**src/rtl/burst_gen_pkg.sv**
```systemverilog
// Shared definitions for the burst sequencer: FSM states, AHB HTRANS and
// transfer-size codes, burst lengths, and the start-address helpers.
package burst_gen_pkg;

    typedef enum logic [2:0] {
        S_IDLE,
        S_CALC,
        S_ISSUE,
        S_RUN,
        S_NEXT,
        S_FIN
    } state_t;

    typedef enum logic [1:0] {
        HT_IDLE = 2'd0,
        HT_BUSY = 2'd1,
        HT_NSEQ = 2'd2,
        HT_SEQ  = 2'd3
    } htrans_t;

    typedef enum logic [1:0] {
        SZ_B8  = 2'd0,
        SZ_B16 = 2'd1,
        SZ_B32 = 2'd2
    } size_t;

    localparam logic [4:0] BL_SINGLE = 5'd1;
    localparam logic [4:0] BL_INCR4  = 5'd4;
    localparam logic [4:0] BL_INCR8  = 5'd8;
    localparam logic [4:0] BL_INCR16 = 5'd16;

    // Any size code above word is handled as a word transfer.
    function automatic size_t norm_size(input logic [2:0] size);
        case (size)
            3'd0:    return SZ_B8;
            3'd1:    return SZ_B16;
            default: return SZ_B32;
        endcase
    endfunction

    // Round the start address up to the next multiple of the transfer size;
    // the add wraps modulo 2^32 near the top of the address space.
    function automatic logic [31:0] align_addr(input logic [31:0] addr, input size_t size);
        case (size)
            SZ_B16:  return (addr + 32'd1) & ~32'd1;
            SZ_B32:  return (addr + 32'd3) & ~32'd3;
            default: return addr;
        endcase
    endfunction

endpackage

```
**src/rtl/burst_len_calc.sv**
```systemverilog
// Picks the beat count of the next burst: the largest of 16/8/4 that fits
// both the remaining beats and the distance to the next boundary, else 1.
module burst_len_calc
    import burst_gen_pkg::*;
#(
    parameter int LEN_W    = 16,
    parameter int BOUNDARY = 1024
) (
    input  logic [31:0]      addr,
    input  logic [LEN_W-1:0] rem,
    input  size_t            size,
    output logic [4:0]       count
);

    localparam int OFF_W = $clog2(BOUNDARY);

    logic [31:0] bnd;
    logic [31:0] lim;

    // Beats left before the boundary, clipped to the remaining beat count.
    always_comb begin
        // NOTE: every variable gets a default first so no path can leave it unassigned (no latch).
        bnd   = 32'd0;
        lim   = 32'd0;
        count = BL_SINGLE;
        bnd = (32'(BOUNDARY) - {{(32-OFF_W){1'b0}}, addr[OFF_W-1:0]}) >> size;
        lim = (32'(rem) < bnd) ? 32'(rem) : bnd;
        if (lim >= 32'(BL_INCR16))
            count = BL_INCR16;
        else if (lim >= 32'(BL_INCR8))
            count = BL_INCR8;
        else if (lim >= 32'(BL_INCR4))
            count = BL_INCR4;
        else
            count = BL_SINGLE;
    end

endmodule

```
**src/rtl/burst_gen.sv**
```systemverilog
// Block-transfer sequencer for the AHB master: splits a transfer into
// boundary-safe bursts, issues each one, and tracks completion from the bus.
module burst_gen
    import burst_gen_pkg::*;
#(
    parameter int FIFO_DEPTH = 16,
    parameter int LEN_W      = 16,
    parameter int BOUNDARY   = 1024
) (
    input  logic             I_BGEN_HCLK,
    input  logic             I_BGEN_HRESET,
    input  logic             I_BGEN_START,
    input  logic [31:0]      I_BGEN_ADDR,
    input  logic [LEN_W-1:0] I_BGEN_LEN,
    input  logic [2:0]       I_BGEN_SIZE,
    input  logic             I_BGEN_WRITE,
    input  logic [4:0]       I_BGEN_FIFO_LVL,
    input  logic [1:0]       I_BGEN_HTRANS,
    input  logic             I_BGEN_HREADY,
    output logic [31:0]      O_BGEN_ADDR,
    output logic [4:0]       O_BGEN_COUNT,
    output logic             O_BGEN_WRITE,
    output logic             O_BGEN_BSTART,
    output logic             O_BGEN_BUSY,
    output logic             O_BGEN_ACTIVE,
    output logic             O_BGEN_DONE
);

    state_t           state;
    logic [31:0]      addr_q;
    logic [LEN_W-1:0] rem_q;
    size_t            size_q;
    logic [4:0]       beat_acc;
    logic [4:0]       calc_count;
    size_t            start_size;
    htrans_t          htrans;
    logic             beat;

    assign start_size = norm_size(I_BGEN_SIZE);
    assign htrans     = htrans_t'(I_BGEN_HTRANS);
    assign beat       = I_BGEN_HREADY && (htrans == HT_NSEQ || htrans == HT_SEQ);

    burst_len_calc #(
        .LEN_W    (LEN_W),
        .BOUNDARY (BOUNDARY)
    ) u_len_calc (
        .addr  (addr_q),
        .rem   (rem_q),
        .size  (size_q),
        .count (calc_count)
    );

    // Sequencer FSM with registered burst outputs and completion pulse.
    always_ff @(posedge I_BGEN_HCLK) begin
        if (I_BGEN_HRESET) begin
            // NOTE: sequential state uses non-blocking assignments so every register samples pre-edge values.
            state         <= S_IDLE;
            addr_q        <= '0;
            rem_q         <= '0;
            size_q        <= SZ_B8;
            beat_acc      <= '0;
            O_BGEN_ADDR   <= '0;
            O_BGEN_COUNT  <= '0;
            O_BGEN_WRITE  <= 1'b0;
            O_BGEN_BSTART <= 1'b0;
            O_BGEN_ACTIVE <= 1'b0;
            O_BGEN_DONE   <= 1'b0;
        end else begin
            O_BGEN_BSTART <= 1'b0;
            O_BGEN_DONE   <= 1'b0;
            case (state)
                S_IDLE: begin
                    if (I_BGEN_START) begin
                        addr_q        <= align_addr(I_BGEN_ADDR, start_size);
                        size_q        <= start_size;
                        rem_q         <= I_BGEN_LEN;
                        O_BGEN_WRITE  <= I_BGEN_WRITE;
                        O_BGEN_ACTIVE <= 1'b1;
                        state         <= (I_BGEN_LEN == '0) ? S_FIN : S_CALC;
                    end
                end
                S_CALC: begin
                    O_BGEN_ADDR   <= addr_q;
                    O_BGEN_COUNT  <= calc_count;
                    O_BGEN_BSTART <= 1'b1;
                    beat_acc      <= '0;
                    state         <= S_ISSUE;
                end
                S_ISSUE: begin
                    state <= S_RUN;
                end
                S_RUN: begin
                    // Once all beats are counted, the next ready cycle closes the last data phase.
                    if (beat_acc == O_BGEN_COUNT) begin
                        if (I_BGEN_HREADY) begin
                            rem_q  <= rem_q - LEN_W'(O_BGEN_COUNT);
                            addr_q <= addr_q + (32'(O_BGEN_COUNT) << size_q);
                            state  <= S_NEXT;
                        end
                    end else if (beat) begin
                        beat_acc <= beat_acc + 5'd1;
                    end
                end
                S_NEXT: begin
                    state <= (rem_q == '0) ? S_FIN : S_CALC;
                end
                S_FIN: begin
                    O_BGEN_DONE   <= 1'b1;
                    O_BGEN_ACTIVE <= 1'b0;
                    state         <= S_IDLE;
                end
                default: begin
                    state <= S_IDLE;
                end
            endcase
        end
    end

    // FIFO stall flag toward the bus interface, meaningful only while a burst runs.
    always_comb begin
        O_BGEN_BUSY = 1'b0;
        if (state == S_RUN) begin
            if (O_BGEN_WRITE)
                O_BGEN_BUSY = (I_BGEN_FIFO_LVL == 5'd0);
            else
                O_BGEN_BUSY = ({27'd0, I_BGEN_FIFO_LVL} >= 32'(FIFO_DEPTH - 1));
        end
    end

endmodule

```
**config.mk**
```make
export PLATFORM = sky130hd
export DESIGN_NAME = burst_gen
export DESIGN_NICKNAME = d
export VERILOG_FILES = /design/src/rtl/burst_gen_pkg.sv /design/src/rtl/burst_len_calc.sv /design/src/rtl/burst_gen.sv
export SDC_FILE = /design/constraint.sdc
export NUM_CORES = 1
export LEC_CHECK = 0
export CAP_MARGIN = 15
export CORE_UTILIZATION = 26
export DETAILED_ROUTE_END_ITERATION = 16
export PLACE_DENSITY_LB_ADDON = 0.1
export SLEW_MARGIN = 20
export SYNTH_ARGS = -nofsm -noshare
export SYNTH_HDL_FRONTEND = slang
export SYNTH_HIERARCHICAL = 1
export SYNTH_SLANG_ARGS = --single-unit
```
**constraint.sdc**
```tcl
create_clock -name I_BGEN_HCLK -period 6.3 [get_ports I_BGEN_HCLK]
set_clock_uncertainty 0.05 [all_clocks]
set_input_delay 1.26 -clock I_BGEN_HCLK [delete_from_list [all_inputs] [get_ports I_BGEN_HCLK]]
set_output_delay 1.26 -clock I_BGEN_HCLK [all_outputs]
set_load 0.05 [all_outputs]
```
## Word level (Yosys, flattened, before mapping)

Cells that the tools add are included.

| storage, ports and cells | value |
|---|---|
| input bits | 63 |
| memory bits (writable) | 0 |
| register bits | 99 |
| latch bits | 0 |
| logic and storage cells | 84 |
| memories | 0 |
| bits in read-only memories | 0 |
| output and inout bits | 42 |

| cells by class | value |
|---|---|
| order comparisons | 5 |
| multipliers | 0 |
| shift-type cells | 2 |
| reductions and logical operators | 15 |
| div/mod/pow operators | 0 |
| bitwise logic cells | 0 |
| add/sub/neg operators | 6 |
| equality and inequality tests | 16 |
| muxes and demuxes | 29 |

Operators with widths:

| cell | number |
|---|---|
| two-way mux 32 bit | 4 |
| case mux 32 bit (2 select lines) | 2 |
| two-way mux 16 bit | 3 |
| adder 32 x 1 -> 32 bit (second input constant) | 1 |
| adder 32 x 2 -> 32 bit (second input constant) | 1 |
| adder 32 bit | 1 |
| greater-or-equal comparator 32 x 3 -> 1 bit (second input constant) | 1 |
| greater-or-equal comparator 32 x 4 -> 1 bit (second input constant) | 1 |
| greater-or-equal comparator 32 x 5 -> 1 bit (second input constant) | 1 |
| logical NOT 16 bit | 2 |
| less-than comparator 16 x 32 -> 1 bit | 1 |
| case mux 16 bit (2 select lines) | 1 |
| << shifter 5 x 2 -> 32 bit | 1 |
| right shift 32 x 2 -> 32 bit | 1 |
| two-way mux 5 bit | 4 |
| two-way mux 3 bit | 6 |
| subtractor 16 x 5 -> 16 bit | 1 |
| case mux 3 bit (5 select lines) | 1 |
| subtractor 11 x 10 -> 12 bit (first input constant) | 1 |
| != test 2 bit (second input constant) | 5 |
| case mux 5 bit (2 select lines) | 1 |
| equality test 2 bit (second input constant) | 3 |
| equality test 3 x 1 -> 1 bit (second input constant) | 2 |
| equality test 3 x 2 -> 1 bit (second input constant) | 2 |
| 16 further kinds | 26 |

## Longest topological paths before layout

| logic depth | value |
|---|---|
| word-level depth | 8 |
| gate-level depth with buffers | 17 |
| gate-level depth less buffers | 17 |

## Hierarchy

The synthesis kept the hierarchy.

By module, submodules not included:

| module | cells each | instances | seq. area each (um^2) | area each (um^2) |
|---|---|---|---|---|
| burst_gen | 794 | 1 | 1981.9 | 6087.1 |
| burst_len_calc | 147 | 1 | 0.0 | 989.7 |

## Worst setup path after synthesis

OpenSTA, ideal clock, no wires.

| timing path | value |
|---|---|
| path type | input to output |
| from | input I_BGEN_FIFO_LVL[3] |
| to | output O_BGEN_BUSY |
| arrival time | 2641 ps |
| path buffers | 0 |
| setup slack | 2349 ps |
| data required time | 4990 ps |
| stages on the path | 4 |
| cells stage by stage | or4_1 -> o21ai_0 -> o21ai_0 -> nor2_1 |

| between the ends | value |
|---|---|
| longest elaborated chain between the ends | 3 |
| elaborated cells on any way between the ends | 4 |
| classes of those cells | order compare: 1; mux: 2; reduce/logical: 1 |

RTL lines:

| element | line | RTL |
|---|---|---|
| start, declared | burst_gen.sv:17 | `input logic [4:0] I_BGEN_FIFO_LVL,` |
| greater-or-equal comparator 5 x 4 -> 1 bit or logical NOT 5 bit (tied branches) | burst_gen.sv:126, burst_gen.sv:124 |  |
| two-way mux 1 bit (*) | burst_gen.sv:123 | `if (O_BGEN_WRITE)` |
| two-way mux 1 bit (*) | burst_gen.sv:122 | `if (state == S_RUN) begin` |
| end, declared | burst_gen.sv:24 | `output logic O_BGEN_BUSY,` |

Mark *: on every way between the ends. The rest lies on a longest branch, timed or not.

## Worst setup path after layout

Ends and elaborated chain as after synthesis.

==> impl_metrics.csv <==
group,metric,value,unit
floorplan,die_h,167,um
clocking,h-tree-depth,3,
setup_path,timing.rr.end,"O_BGEN_COUNT[4]$_SDFFE_PP0P_",
routing,wl_per_cell,18.3,um
place,place.gp.congestion,0.841,
setup_path,slowest_stage,"clkdlybuf4s50_1",
sta,hold_viol,0,
synthesis,netlist_instances,941,
setup_path,rrSetupSlack,1.94,ns
sta,fmax,0.216,GHz
global_routing,grt_pass1_wl,40200,um
floorplan,coreArea,26800,um2
layout,area_delta_synth_final,22.3,%
setup_path,reg2reg_depth,15,
sta,setup_viol,0,
routing,first_iter_violations,549,
worst_hold_path,hold_path.startpoint,"O_BGEN_ADDR[16]$_SDFFE_PP0P_",
routing,viasPerCell,5.36,
synthesis,synth_most_common_cell,"nand2_1",
clocking,cts.reportedPaths.clkPinSlew,0.07,ns
outcome,run_status,"complete, no violations",
setup_path,worst_setup_path_start_kind,"input pin",
synthesis,async_flop_share,0,%
synthesis,synth_edf_count,0,
clocking,root_buffer,"clkbuf_16",
global_routing,gr-usage-all-layers,18.1,%
clocking,cts_made_buffers,9,
clocking,cts_tree,"built",
setup_path,path_class,"input pin to primary output",
layout,fin_area,8650,um2
layout,antenna_cells,0,
clocking,cts_setup_buffers,0,
routing,drcViolationCount,0,
clocking,clk_latency,0.36,ns
place,place_area,8360,um2
sta,min_period_over_period,73.4,%
sta,relSlewSlack,34.6,%
sta,final.setup.tns,0,ns
clocking,cts_max_path_buffers,2,
synthesis,yosysSeqAreaShare,28.0,%
synthesis,syn_nets,1032,
synthesis,yosys.area.top_type,"dfxtp_1",
setup_path,cp_max_fo,2,
layout,final_net_count,1095,
floorplan,io_pins,105,
place,dp_slack,1.68,ns
worst_hold_path,hold_depth,2,
layout,drive_gt1_share,5.65,%
setup_path,worst_setup_path_end_kind,"primary output",
sta,worst_slew_pin_slew,0.978,ns
power_and_ir_drop,leakage,0.00295,uW
synthesis,ys_ff_latch,99,
global_routing,grt_max_degree,60,
sta,rsz0062_at_grt,"false",
synthesis,synth.cell_area,7080,um2
clocking,cts_repair_resize_count,0,
place,hpwl,18100,um
routing,wirelength,24800,um
synthesis,ys_types,84,
worst_hold_path,hold_class,"register to register",
floorplan,rows,60,
floorplan,initial_core_util,26.4,%
clocking,cts_sinks,99,
setup_path,arrival,3.31,ns
sta,fin_crit,4.62,ns
clocking,ctsHoldBuffers,0,
setup_path,worstPathRequired,4.99,ns
synthesis,avgSynthCellArea,7.52,um2
synthesis,ys_top_cells_by_area,"dfxtp_1 (28%), nand2_1 (8.1%), a21oi_1 (6.1%)",
sta,setup_slack,1.68,ns
power_and_ir_drop,total_power,1940,uW
global_routing,grt_pass1_vias,6885,
place,placement.io_buffers,103,
floorplan,die_area,27900,um2
worst_hold_path,holdPathEnd,"O_BGEN_ADDR[16]$_SDFFE_PP0P_",
synthesis,synth-main-ff-cell,"dfxtp_1",
synthesis,ys_warn_count,6,
routing,vias,7235,
sta,finalMaxSlewViolations,0,
setup_path,r2r_start,"addr_q[2]$_SDFFE_PP0P_",
power_and_ir_drop,power_density,224,nW/um2
power_and_ir_drop,peakVddDrop,0.000157,V
floorplan,die_w,167,um
global_routing,overflow,0,
flow_run,max-cap-violations,0,
setup_path,critPathTopFamily,"buffers and inverters",
synthesis,yosysTopAreaCellShare,28.0,%
synthesis,yosys-top-cells-count,"nand2_1 (153), dfxtp_1 (99), a21oi_1 (86), nor2_1 (59), clkbuf_1 (39)",
routing,drtAntennaViolNets,0,
routing,first_pass_iters,6,
global_routing,antenna_found_initial,0,
setup_path,cp_num_buf_inv,2,
setup_path,cpPeakStageDelay,0.82,ns
setup_path,worstPathCellList,"clkdlybuf4s50_1 -> or4_1 -> o21ai_0 -> o21ai_0 -> nor2_1 -> clkdlybuf4s50_1",
## area by class of cell
| class | count | area, um2 |
|---|---|---|
| clock buffers | 10 | 229 |
| inverters | 20 | 75.1 |
| clock inverters | 6 | 61.3 |
| multi-input cells | 764 | 4800 |
| flip-flops and latches | 99 | 1980 |
| well taps | 341 | 427 |
| fillers | 2878 | 18100 |
| repair buffers | 110 | 1080 |
## worst reg2reg max path: stages (launching register included)
cell	delay [ns]
dfxtp_1	0.44
or4_4	0.66
nor2_1	0.23
mux2_2	0.36
a221oi_1	0.46
a21o_1	0.20
ha_1	0.24
a211oi_1	0.25
o21ai_0	0.17
nor3_1	0.31
a32oi_1	0.16
nand3_1	0.19
or3_1	0.16
a21boi_0	0.18
nand2_1	0.08
a21oi_1	0.15
## state kept, by name, summed over array words and instances, names as in the netlist
register       flops
addr_q            32
beat_acc           5
O_BGEN_DONE        1
size_q             2
O_BGEN_ADDR       32
O_BGEN_COUNT       5
O_BGEN_WRITE       1
O_BGEN_ACTIVE      1
rem_q             16
state              3
O_BGEN_BSTART      1
## worst max path at each step
| stage | cells past startpoint | startpoint | endpoint |
|---|---|---|---|
| floorplan | 4 | I_BGEN_FIFO_LVL[3] | O_BGEN_BUSY |
| global placement | 6 | I_BGEN_FIFO_LVL[3] | O_BGEN_BUSY |
| detailed placement | 6 | I_BGEN_FIFO_LVL[3] | O_BGEN_BUSY |
| CTS | 6 | I_BGEN_FIFO_LVL[3] | O_BGEN_BUSY |
| global route | 15 | addr_q[2]$_SDFFE_PP0P_ | O_BGEN_COUNT[4]$_SDFFE_PP0P_ |
| finish | 6 | I_BGEN_FIFO_LVL[3] | O_BGEN_BUSY |
## power by group
part	leakage [uW]	internal (uW)	switching, uW	total, uW
sequential	0.000808	668	83.3	751
clock	0.000138	278	294	572
combinational	0.00200	247	367	614
## per-layer routing
metal | global-route usage (%) | part of all wire [%] | wire [um] | vias to the layer above
li1 | - | - | - | 3614
met4 | 3.78 | 0.99 | 246 | 0
met1 | 28.0 | 55 | 13500 | 3418
met5 | 0 | 0 | 0 | -
met2 | 26.3 | 40 | 10000 | 186
met3 | 2.23 | 4.0 | 990 | 17
## cell families after synthesis
kind of cell,count (synthesis),share of synthesized area (%)
fa+ha+maj,28,5.16
xor+xnor,46,5.69
buf+inv,78,4.49
flops,99,28.0
other cells,1,0.0530
mux,14,2.00
simple gates,403,29.5
compound gates,272,25.1
## per-stage QoR
step	util, %	cells	hold slack [ns]
6_report	32.3	1350	0.403
3_3_place_gp	31.2	1334	0.395
5_1_grt	32.3	1350	0.423
3_5_place_dp	31.2	1334	0.396
2_1_floorplan	-	941	0.392
4_1_cts	32.3	1350	0.407
## cells in the final DEF (no fill, tap or decap), drive strengths merged, types with 20 or more instances in the layout
cell | Yosys | layout
nand2 | 153 | 153
clkdlybuf4s50 | 0 | 102
dfxtp | 99 | 99
a21oi | 87 | 87
nor2 | 59 | 59
o21ai | 37 | 37
nand3 | 36 | 36
xnor2 | 31 | 31
nor3 | 29 | 29
ha | 26 | 26
nand4 | 24 | 24
a31oi | 22 | 22
inv | 19 | 21
o211ai | 20 | 20
Power figures use the tool's default switching activity.
